<file path="src/rtl/protocol_acc_pkg.sv">
// Shared types and default widths for the protocol phase accumulator.
package protocol_acc_pkg;

  localparam int DATA_W = 14;
  localparam int SUM_W  = 48;
  localparam int CNT_W  = 32;
  localparam int SKIP_W = 16;
  localparam int IND_W  = 14;

  // Segment tracking states, exported on the debug state output.
  typedef enum logic [1:0] {
    IDLE  = 2'd0,
    SYNC  = 2'd1,
    SKIP  = 2'd2,
    ACCUM = 2'd3
  } acc_state_e;

endpackage

</file>
<file path="src/rtl/protocol_phase_accumulator_if.sv">
// Result bus from the accumulator to the readout/FIFO logic.
// Handshake: the producer raises valid_o with a stable payload
// (sum_o, count_o, phase_o); the payload stays unchanged while valid_o=1.
// A result is transferred in every cycle where valid_o && ready_i at the
// rising clock edge; ready_i may be driven independently of valid_o.
interface protocol_phase_accumulator_if #(
  parameter int SUM_W = 48,
  parameter int CNT_W = 32
);
  logic signed [SUM_W-1:0] sum_o;
  logic        [CNT_W-1:0] count_o;
  logic                    phase_o;
  logic                    valid_o;
  logic                    ready_i;

  modport master (output sum_o, output count_o, output phase_o, output valid_o,
                  input  ready_i);
  modport slave  (input  sum_o, input  count_o, input  phase_o, input  valid_o,
                  output ready_i);
endinterface

</file>
<file path="src/rtl/segment_result_buffer.sv">
// Single-entry holding register for finished segment results with
// valid/ready output, sticky overrun flag and synchronous clear.
module segment_result_buffer #(
  parameter int PAYLOAD_W = 81
) (
  input  logic                 clk_i,
  input  logic                 rstn_i,
  input  logic                 clear_i,
  input  logic                 emit_i,
  input  logic [PAYLOAD_W-1:0] payload_i,
  input  logic                 ready_i,
  output logic                 valid_o,
  output logic [PAYLOAD_W-1:0] payload_o,
  output logic                 overrun_o
);

  // Load when empty or being drained this cycle; otherwise a new result is dropped.
  always_ff @(posedge clk_i or negedge rstn_i) begin
    if (!rstn_i) begin
      valid_o   <= 1'b0;
      payload_o <= '0;
      overrun_o <= 1'b0;
    end else if (clear_i) begin
      valid_o   <= 1'b0;
      overrun_o <= 1'b0;
    end else if (emit_i && (!valid_o || ready_i)) begin
      valid_o   <= 1'b1;
      payload_o <= payload_i;
    end else begin
      if (emit_i) overrun_o <= 1'b1;
      if (valid_o && ready_i) valid_o <= 1'b0;
    end
  end

endmodule

</file>
<file path="src/rtl/protocol_phase_accumulator.sv">
// Accumulates signed ADC samples over each whole protocol half-period and
// hands one {sum, count, phase} result per segment to the readout logic.
module protocol_phase_accumulator #(
  parameter int DATA_W = protocol_acc_pkg::DATA_W,
  parameter int SUM_W  = protocol_acc_pkg::SUM_W,
  parameter int CNT_W  = protocol_acc_pkg::CNT_W
) (
  input  logic                                clk_i,
  input  logic                                rstn_i,
  input  logic                                enable_i,
  input  logic                                clear_i,
  input  logic [protocol_acc_pkg::IND_W-1:0]  indicator_i,
  input  logic signed [DATA_W-1:0]            adc_i,
  input  logic [protocol_acc_pkg::SKIP_W-1:0] skip_i,
  protocol_phase_accumulator_if.master        res,
  output logic                                overrun_o,
  output protocol_acc_pkg::acc_state_e        state_o
);

  localparam int SKIP_W    = protocol_acc_pkg::SKIP_W;
  localparam int IND_W     = protocol_acc_pkg::IND_W;
  localparam int PAYLOAD_W = SUM_W + CNT_W + 1;

  logic [IND_W-1:0]         ind_q;
  logic signed [DATA_W-1:0] adc_q;
  logic                     phase_q;
  logic                     phase_prev;
  logic                     transition;
  logic signed [SUM_W-1:0]  adc_ext;

  protocol_acc_pkg::acc_state_e state_q, state_d;
  logic signed [SUM_W-1:0]  acc_sum, sum_d;
  logic [CNT_W-1:0]         acc_cnt, cnt_d;
  logic [SKIP_W-1:0]        skip_cnt, skip_d;

  logic                     emit;
  logic [PAYLOAD_W-1:0]     emit_payload;
  logic [PAYLOAD_W-1:0]     held_payload;

  assign phase_q    = |ind_q;
  assign transition = phase_q ^ phase_prev;
  assign adc_ext    = {{(SUM_W-DATA_W){adc_q[DATA_W-1]}}, adc_q};
  assign state_o    = state_q;

  // Register the inputs once and remember the previous phase for edge detection.
  always_ff @(posedge clk_i or negedge rstn_i) begin
    if (!rstn_i) begin
      ind_q      <= '0;
      adc_q      <= '0;
      phase_prev <= 1'b0;
    end else begin
      ind_q      <= indicator_i;
      adc_q      <= adc_i;
      phase_prev <= phase_q;
    end
  end

  // Next-state logic; a phase transition always restarts the segment with
  // the current sample counted as its first (skipped or accumulated) sample.
  always_comb begin
    state_d = state_q;
    sum_d   = acc_sum;
    cnt_d   = acc_cnt;
    skip_d  = skip_cnt;
    if (!enable_i) begin
      state_d = protocol_acc_pkg::IDLE;
      sum_d   = '0;
      cnt_d   = '0;
      skip_d  = '0;
    end else begin
      case (state_q)
        protocol_acc_pkg::IDLE: begin
          state_d = protocol_acc_pkg::SYNC;
          sum_d   = '0;
          cnt_d   = '0;
          skip_d  = '0;
        end
        protocol_acc_pkg::SKIP: begin
          skip_d = skip_cnt - SKIP_W'(1);
          if (skip_cnt == SKIP_W'(1)) state_d = protocol_acc_pkg::ACCUM;
        end
        protocol_acc_pkg::ACCUM: begin
          // Count saturation freezes both sum and count until the segment ends.
          if (acc_cnt != {CNT_W{1'b1}}) begin
            sum_d = acc_sum + adc_ext;
            cnt_d = acc_cnt + CNT_W'(1);
          end
        end
        default: ;
      endcase
      if (transition && (state_q != protocol_acc_pkg::IDLE)) begin
        if (skip_i == '0) begin
          state_d = protocol_acc_pkg::ACCUM;
          sum_d   = adc_ext;
          cnt_d   = CNT_W'(1);
          skip_d  = '0;
        end else begin
          state_d = (skip_i == SKIP_W'(1)) ? protocol_acc_pkg::ACCUM : protocol_acc_pkg::SKIP;
          sum_d   = '0;
          cnt_d   = '0;
          skip_d  = skip_i - SKIP_W'(1);
        end
      end
    end
  end

  // Segment state and accumulator registers.
  always_ff @(posedge clk_i or negedge rstn_i) begin
    if (!rstn_i) begin
      state_q  <= protocol_acc_pkg::IDLE;
      acc_sum  <= '0;
      acc_cnt  <= '0;
      skip_cnt <= '0;
    end else begin
      state_q  <= state_d;
      acc_sum  <= sum_d;
      acc_cnt  <= cnt_d;
      skip_cnt <= skip_d;
    end
  end

  // Only a segment that started on a seen transition is reported; disabling
  // in the same cycle discards it.
  assign emit = enable_i && transition &&
                ((state_q == protocol_acc_pkg::SKIP) || (state_q == protocol_acc_pkg::ACCUM));
  assign emit_payload = {acc_sum, acc_cnt, phase_prev};

  segment_result_buffer #(
    .PAYLOAD_W(PAYLOAD_W)
  ) u_buf (
    .clk_i     (clk_i),
    .rstn_i    (rstn_i),
    .clear_i   (clear_i),
    .emit_i    (emit),
    .payload_i (emit_payload),
    .ready_i   (res.ready_i),
    .valid_o   (res.valid_o),
    .payload_o (held_payload),
    .overrun_o (overrun_o)
  );

  assign res.sum_o   = held_payload[PAYLOAD_W-1 -: SUM_W];
  assign res.count_o = held_payload[CNT_W:1];
  assign res.phase_o = held_payload[0];

endmodule

</file>
<file path="src/flat_wrapper.sv">
// flat-port wrapper written by rule: the top's interface ports become plain ports
module protocol_phase_accumulator_flat 
#(
  parameter int DATA_W = protocol_acc_pkg::DATA_W,
  parameter int SUM_W  = protocol_acc_pkg::SUM_W,
  parameter int CNT_W  = protocol_acc_pkg::CNT_W
)
  (clk_i, rstn_i, enable_i, clear_i, indicator_i, adc_i, skip_i, overrun_o, state_o, res_sum_o, res_count_o, res_phase_o, res_valid_o, res_ready_i);
  protocol_phase_accumulator_if #(.SUM_W(SUM_W), .CNT_W(CNT_W)) res_i ();
  input  logic clk_i;
  input  logic rstn_i;
  input  logic enable_i;
  input  logic clear_i;
  input  logic [protocol_acc_pkg::IND_W-1:0] indicator_i;
  input  logic signed [DATA_W-1:0] adc_i;
  input  logic [protocol_acc_pkg::SKIP_W-1:0] skip_i;
  output logic overrun_o;
  output protocol_acc_pkg::acc_state_e state_o;
  output wire logic [$bits(res_i.sum_o)-1:0] res_sum_o;
  output wire logic [$bits(res_i.count_o)-1:0] res_count_o;
  output wire logic [$bits(res_i.phase_o)-1:0] res_phase_o;
  output wire logic [$bits(res_i.valid_o)-1:0] res_valid_o;
  input wire logic [$bits(res_i.ready_i)-1:0] res_ready_i;
  assign res_sum_o = res_i.sum_o;
  assign res_count_o = res_i.count_o;
  assign res_phase_o = res_i.phase_o;
  assign res_valid_o = res_i.valid_o;
  assign res_i.ready_i = res_ready_i;
  protocol_phase_accumulator #(.DATA_W(DATA_W), .SUM_W(SUM_W), .CNT_W(CNT_W)) u_core (.clk_i(clk_i), .rstn_i(rstn_i), .enable_i(enable_i), .clear_i(clear_i), .indicator_i(indicator_i), .adc_i(adc_i), .skip_i(skip_i), .res(res_i), .overrun_o(overrun_o), .state_o(state_o));
endmodule
</file>
<file path="config.mk">
export PLATFORM = sky130hd
export DESIGN_NAME = protocol_phase_accumulator_flat
export DESIGN_NICKNAME = d
export VERILOG_FILES = /design/src/rtl/protocol_acc_pkg.sv /design/src/rtl/protocol_phase_accumulator_if.sv /design/src/rtl/segment_result_buffer.sv /design/src/rtl/protocol_phase_accumulator.sv /design/src/flat_wrapper.sv
export SDC_FILE = /design/constraint.sdc
export NUM_CORES = 1
export LEC_CHECK = 0
export CORE_MARGIN = 5
export CORE_UTILIZATION = 40
export CTS_CLUSTER_DIAMETER = 100
export DETAILED_ROUTE_END_ITERATION = 10
export PLACE_DENSITY = 0.62
export RECOVER_POWER = 25
export SLEW_MARGIN = 20
export SYNTH_ARGS = -nofsm -noshare
export SYNTH_HDL_FRONTEND = slang
export SYNTH_HIERARCHICAL = 1
export SYNTH_SLANG_ARGS = --single-unit
</file>
<file path="constraint.sdc">
create_clock -name clk_i -period 5.1 [get_ports clk_i]
set_input_delay 1.02 -clock clk_i [delete_from_list [all_inputs] [get_ports clk_i]]
set_output_delay 1.02 -clock clk_i [all_outputs]
set_load 0.02 [all_outputs]
</file>
==> impl_metrics.csv <==
group,metric,value,unit
status,outcome,"finished with violations",
synthesis,synth_edf_count,0,
final_layout,drive_above_1_share,11.92,%
placement,dp_hpwl,21270,um
power_and_ir_drop,powerDensity,267.7,mW/mm^2
clock_network,cts_setup_buffers,0,
global_routing,grtUsageMet3,2.455,%
sta,min_period,4.043,ns
detailed_routing,first_pass_iters,5,
placement,pre_cts_ws,0.6182,ns
die,core.rowCount,64,
clock_network,root_buffer,"clkbuf_16",
die,die_w,184.8,um
worst_setup_path,critPathKind,"in2reg",
worst_setup_path,worstPathRequired,5.57,ns
sta,clock_skew,0.008169,ns
placement,place_inst,1676,
detailed_routing,wl_per_cell,17.97,um
synthesis,ys_warn_count,6,
final_layout,final_common_cell,"dfrtp_1",
final_layout,multiInputGateArea,0.006495,sq mm
synthesis,synth_area_leaders,"dfrtp_1 (43%), mux2_4 (9.8%), ha_1 (5.6%)",
die,initial_core_util,40.29,%
detailed_routing,vias,9593,
die,core_area,0.03035,sq mm
detailed_routing,drcViolationCount,0,
power_and_ir_drop,power.leakage,0.006659,uW
worst_setup_path,cp.arrival,4.51,ns
global_routing,grt_max_degree,123,
sta,slew_viol_final,122,
clock_network,clkSinkCount,210,
clock_network,htreeDepth,1,
clock_network,cts_buffers,25,
final_layout,ff_latch_area,0.005255,sq mm
clock_network,cts_resized,0,
clock_network,clock_latency,0.53,ns
placement,port_buffers,133,
global_routing,grt_first_pass_wirelength,50970,um
sta,rsz0062_at_grt,"false",
synthesis,yosysTopAreaCellShare,42.98,%
synthesis,ys_ff_latch,210,
detailed_routing,viasPerCell,5.568,
synthesis,synthCells,1195,
synthesis,yosysUniqueCellTypes,78,
synthesis,synth_nets,1300,
power_and_ir_drop,vdd_drop_max,0.0002325,V
final_layout,layout_common_cells,"dfrtp_1 (210), clkdlybuf4s50_1 (104), o21ai_0 (104)",
clock_network,clk_pin_slew,0.06,ns
worst_setup_path,crit_path_start_kind,"input port",
final_layout,layout.cells.non_filler,1723,
hold_path,hp-class,"reg2reg",
final_layout,syn_to_final_growth,20.56,%
synthesis,synth_area,0.01223,sq mm
synthesis,avgSynthCellArea,10.23,sq um
global_routing,met1_usage,25.78,%
global_routing,top_usage_layer,"met2",
detailed_routing,ant_nets,0,
status,violations,"max-capacitance violations, max-slew violations",
global_routing,grt_pass1_vias,9618,
synthesis,synth-main-ff-cell,"dfrtp_1",
global_routing,grt_usage,17.89,%
sta,setup_slack,1.057,ns
detailed_routing,drt-total-wl,30970,um
synthesis,ys_seq_area_share,42.98,%
worst_setup_path,path_max_fanout,15,
sta,finalSetupTns,0,ns
global_routing,antenna_found_initial,1,
worst_setup_path,end_kind,"flip-flop",
sta,max_freq,247.4,MHz
clock_network,clockBufferDepth,3,
sta,worst_slew_pin_slew,3.151,ns
flow_run,maxCapViolations,1,
global_routing,met2_usage,28.79,%
synthesis,async_flop_share,100.0,%
sta,finalSetupViolCount,0,
final_layout,fin_area,0.01474,sq mm
clock_network,tritoncts,"yes",
clock_network,postCtsHoldBufs,0,
detailed_routing,drt_iter0_markers,824,
sta,relSlewSlack,-110.1,%
die,die-area,0.03417,sq mm
sta,post-route-period-util,79.27,%
die,die_h,184.8,um
final_layout,fillers,2755,
placement,postPlaceCellArea,0.01382,sq mm
placement,place_congestion,0.8625,
power_and_ir_drop,totalPowerFinal,3947,uW
die,pin_count,134,
final_layout,nets,1412,
synthesis,synth_top_area_cell,"dfrtp_1",
global_routing,overflow,0,
sta,hold_viol,0,
==> per-layer routing <==
metal / vias to the layer above / wire, um / share of wire [%]
li1: 4658 / - / -
met1: 4668 / 14830 / 48
met2: 230 / 14160 / 46
met3: 37 / 1439 / 4.6
met4: 0 / 546 / 1.8
met5: - / 0 / 0
==> cell families after synthesis <==
| family | count (synthesis) | share of synthesized area [%] |
|---|---|---|
| compound gates | 382 | 19.81 |
| xor+xnor | 63 | 4.512 |
| fa+ha+maj | 56 | 5.791 |
| buf+inv | 88 | 4.021 |
| flops | 210 | 42.98 |
| mux | 83 | 10.08 |
| simple gates | 313 | 12.81 |
==> worst max-delay path, cell delays in order <==
cell and delay (ns):
clkdlybuf4s50_1 0.50, or4_4 0.60, nor3_4 0.25, nand2_2 0.14, or4_1 0.42, a21o_1 0.37, or2_1 0.51, buf_4 0.29
nor3_1 0.20, mux2i_1 0.11, nand3_1 0.09
==> where the power goes <==
group	internal, uW	switching, uW	total, uW	leakage [uW]
Combinational	97.7	150	248	0.00336
Clock	1260	739	2000	0.000445
Sequential	1690	13.5	1700	0.00285
==> stage by stage <==
step           hold WS (ns)  utilization [%]
5_1_grt              0.5210            48.57
3_5_place_dp         0.4920            45.54
6_report             0.5081            48.57
4_1_cts              0.5123            48.60
3_3_place_gp         0.4820            45.54
2_1_floorplan        0.4590                -
==> flip-flops by register name, indices dropped and copies added, names as in the netlist <==
register,cells
u_core/acc_cnt,32
u_core/ind_q,14
u_core/adc_q,14
u_core/u_buf/overrun_o,1
u_core/skip_cnt,16
u_core/phase_prev,1
u_core/acc_sum,48
u_core/state_o,2
u_core/u_buf/valid_o,1
u_core/u_buf/payload_o,81
==> layout make-up <==
type | instances | area share, %
clock inverter | 15 | 1.621
clock buffer | 31 | 4.668
sequential | 210 | 35.65
antenna | 1 | 0.01698
timing repair buffer | 147 | 9.964
multi-input combinational | 897 | 44.06
tap | 396 | 3.361
inverter | 26 | 0.6620
==> synthesized netlist by cell type, types with 5 or more instances <==
cell / number
nor2b_1: 9
and2_1: 8
a31oi_1: 10
buf_12: 8
o21a_1: 6
and4_1: 5
o22ai_1: 13
xnor2_1: 41
nor2_1: 54
o211ai_1: 7
nor4_1: 12
clkbuf_1: 46
or2_2: 6
ha_1: 55
nand2_1: 103
dfrtp_1: 210
nand3_1: 27
inv_1: 26
nand4_1: 21
a22oi_1: 14
o31ai_1: 27
nor3_1: 24
a21oi_1: 94
o21ai_0: 104
a21o_1: 40
a22o_1: 11
o21bai_1: 8
xor2_1: 22
and3_1: 19
mux2_4: 80
==> final timing paths <==
path | from | endpoint | slack, ns | depth (start not counted)
setup / recovery | skip_i[2] | u_core/acc_sum[26]$_DFFE_PN0P_ | 1.06 | 11
hold / removal | u_core/u_buf/payload_o[72]$_DFFE_PN0P_ | u_core/u_buf/payload_o[72]$_DFFE_PN0P_ | 0.51 | 1
setup reg to reg | u_core/adc_q[13]$_DFF_PN0_ | u_core/acc_sum[46]$_DFFE_PN0P_ | 1.25 | 11
hold reg to reg | u_core/u_buf/payload_o[72]$_DFFE_PN0P_ | u_core/u_buf/payload_o[72]$_DFFE_PN0P_ | 0.51 | 1
max in group asynchronous | rstn_i | u_core/acc_sum[11]$_DFFE_PN0P_ | 1.74 | 1
min in group asynchronous | rstn_i | u_core/u_buf/payload_o[59]$_DFFE_PN0P_ | 1.48 | 1
No activity file was read; power rests on OpenSTA's default activity.
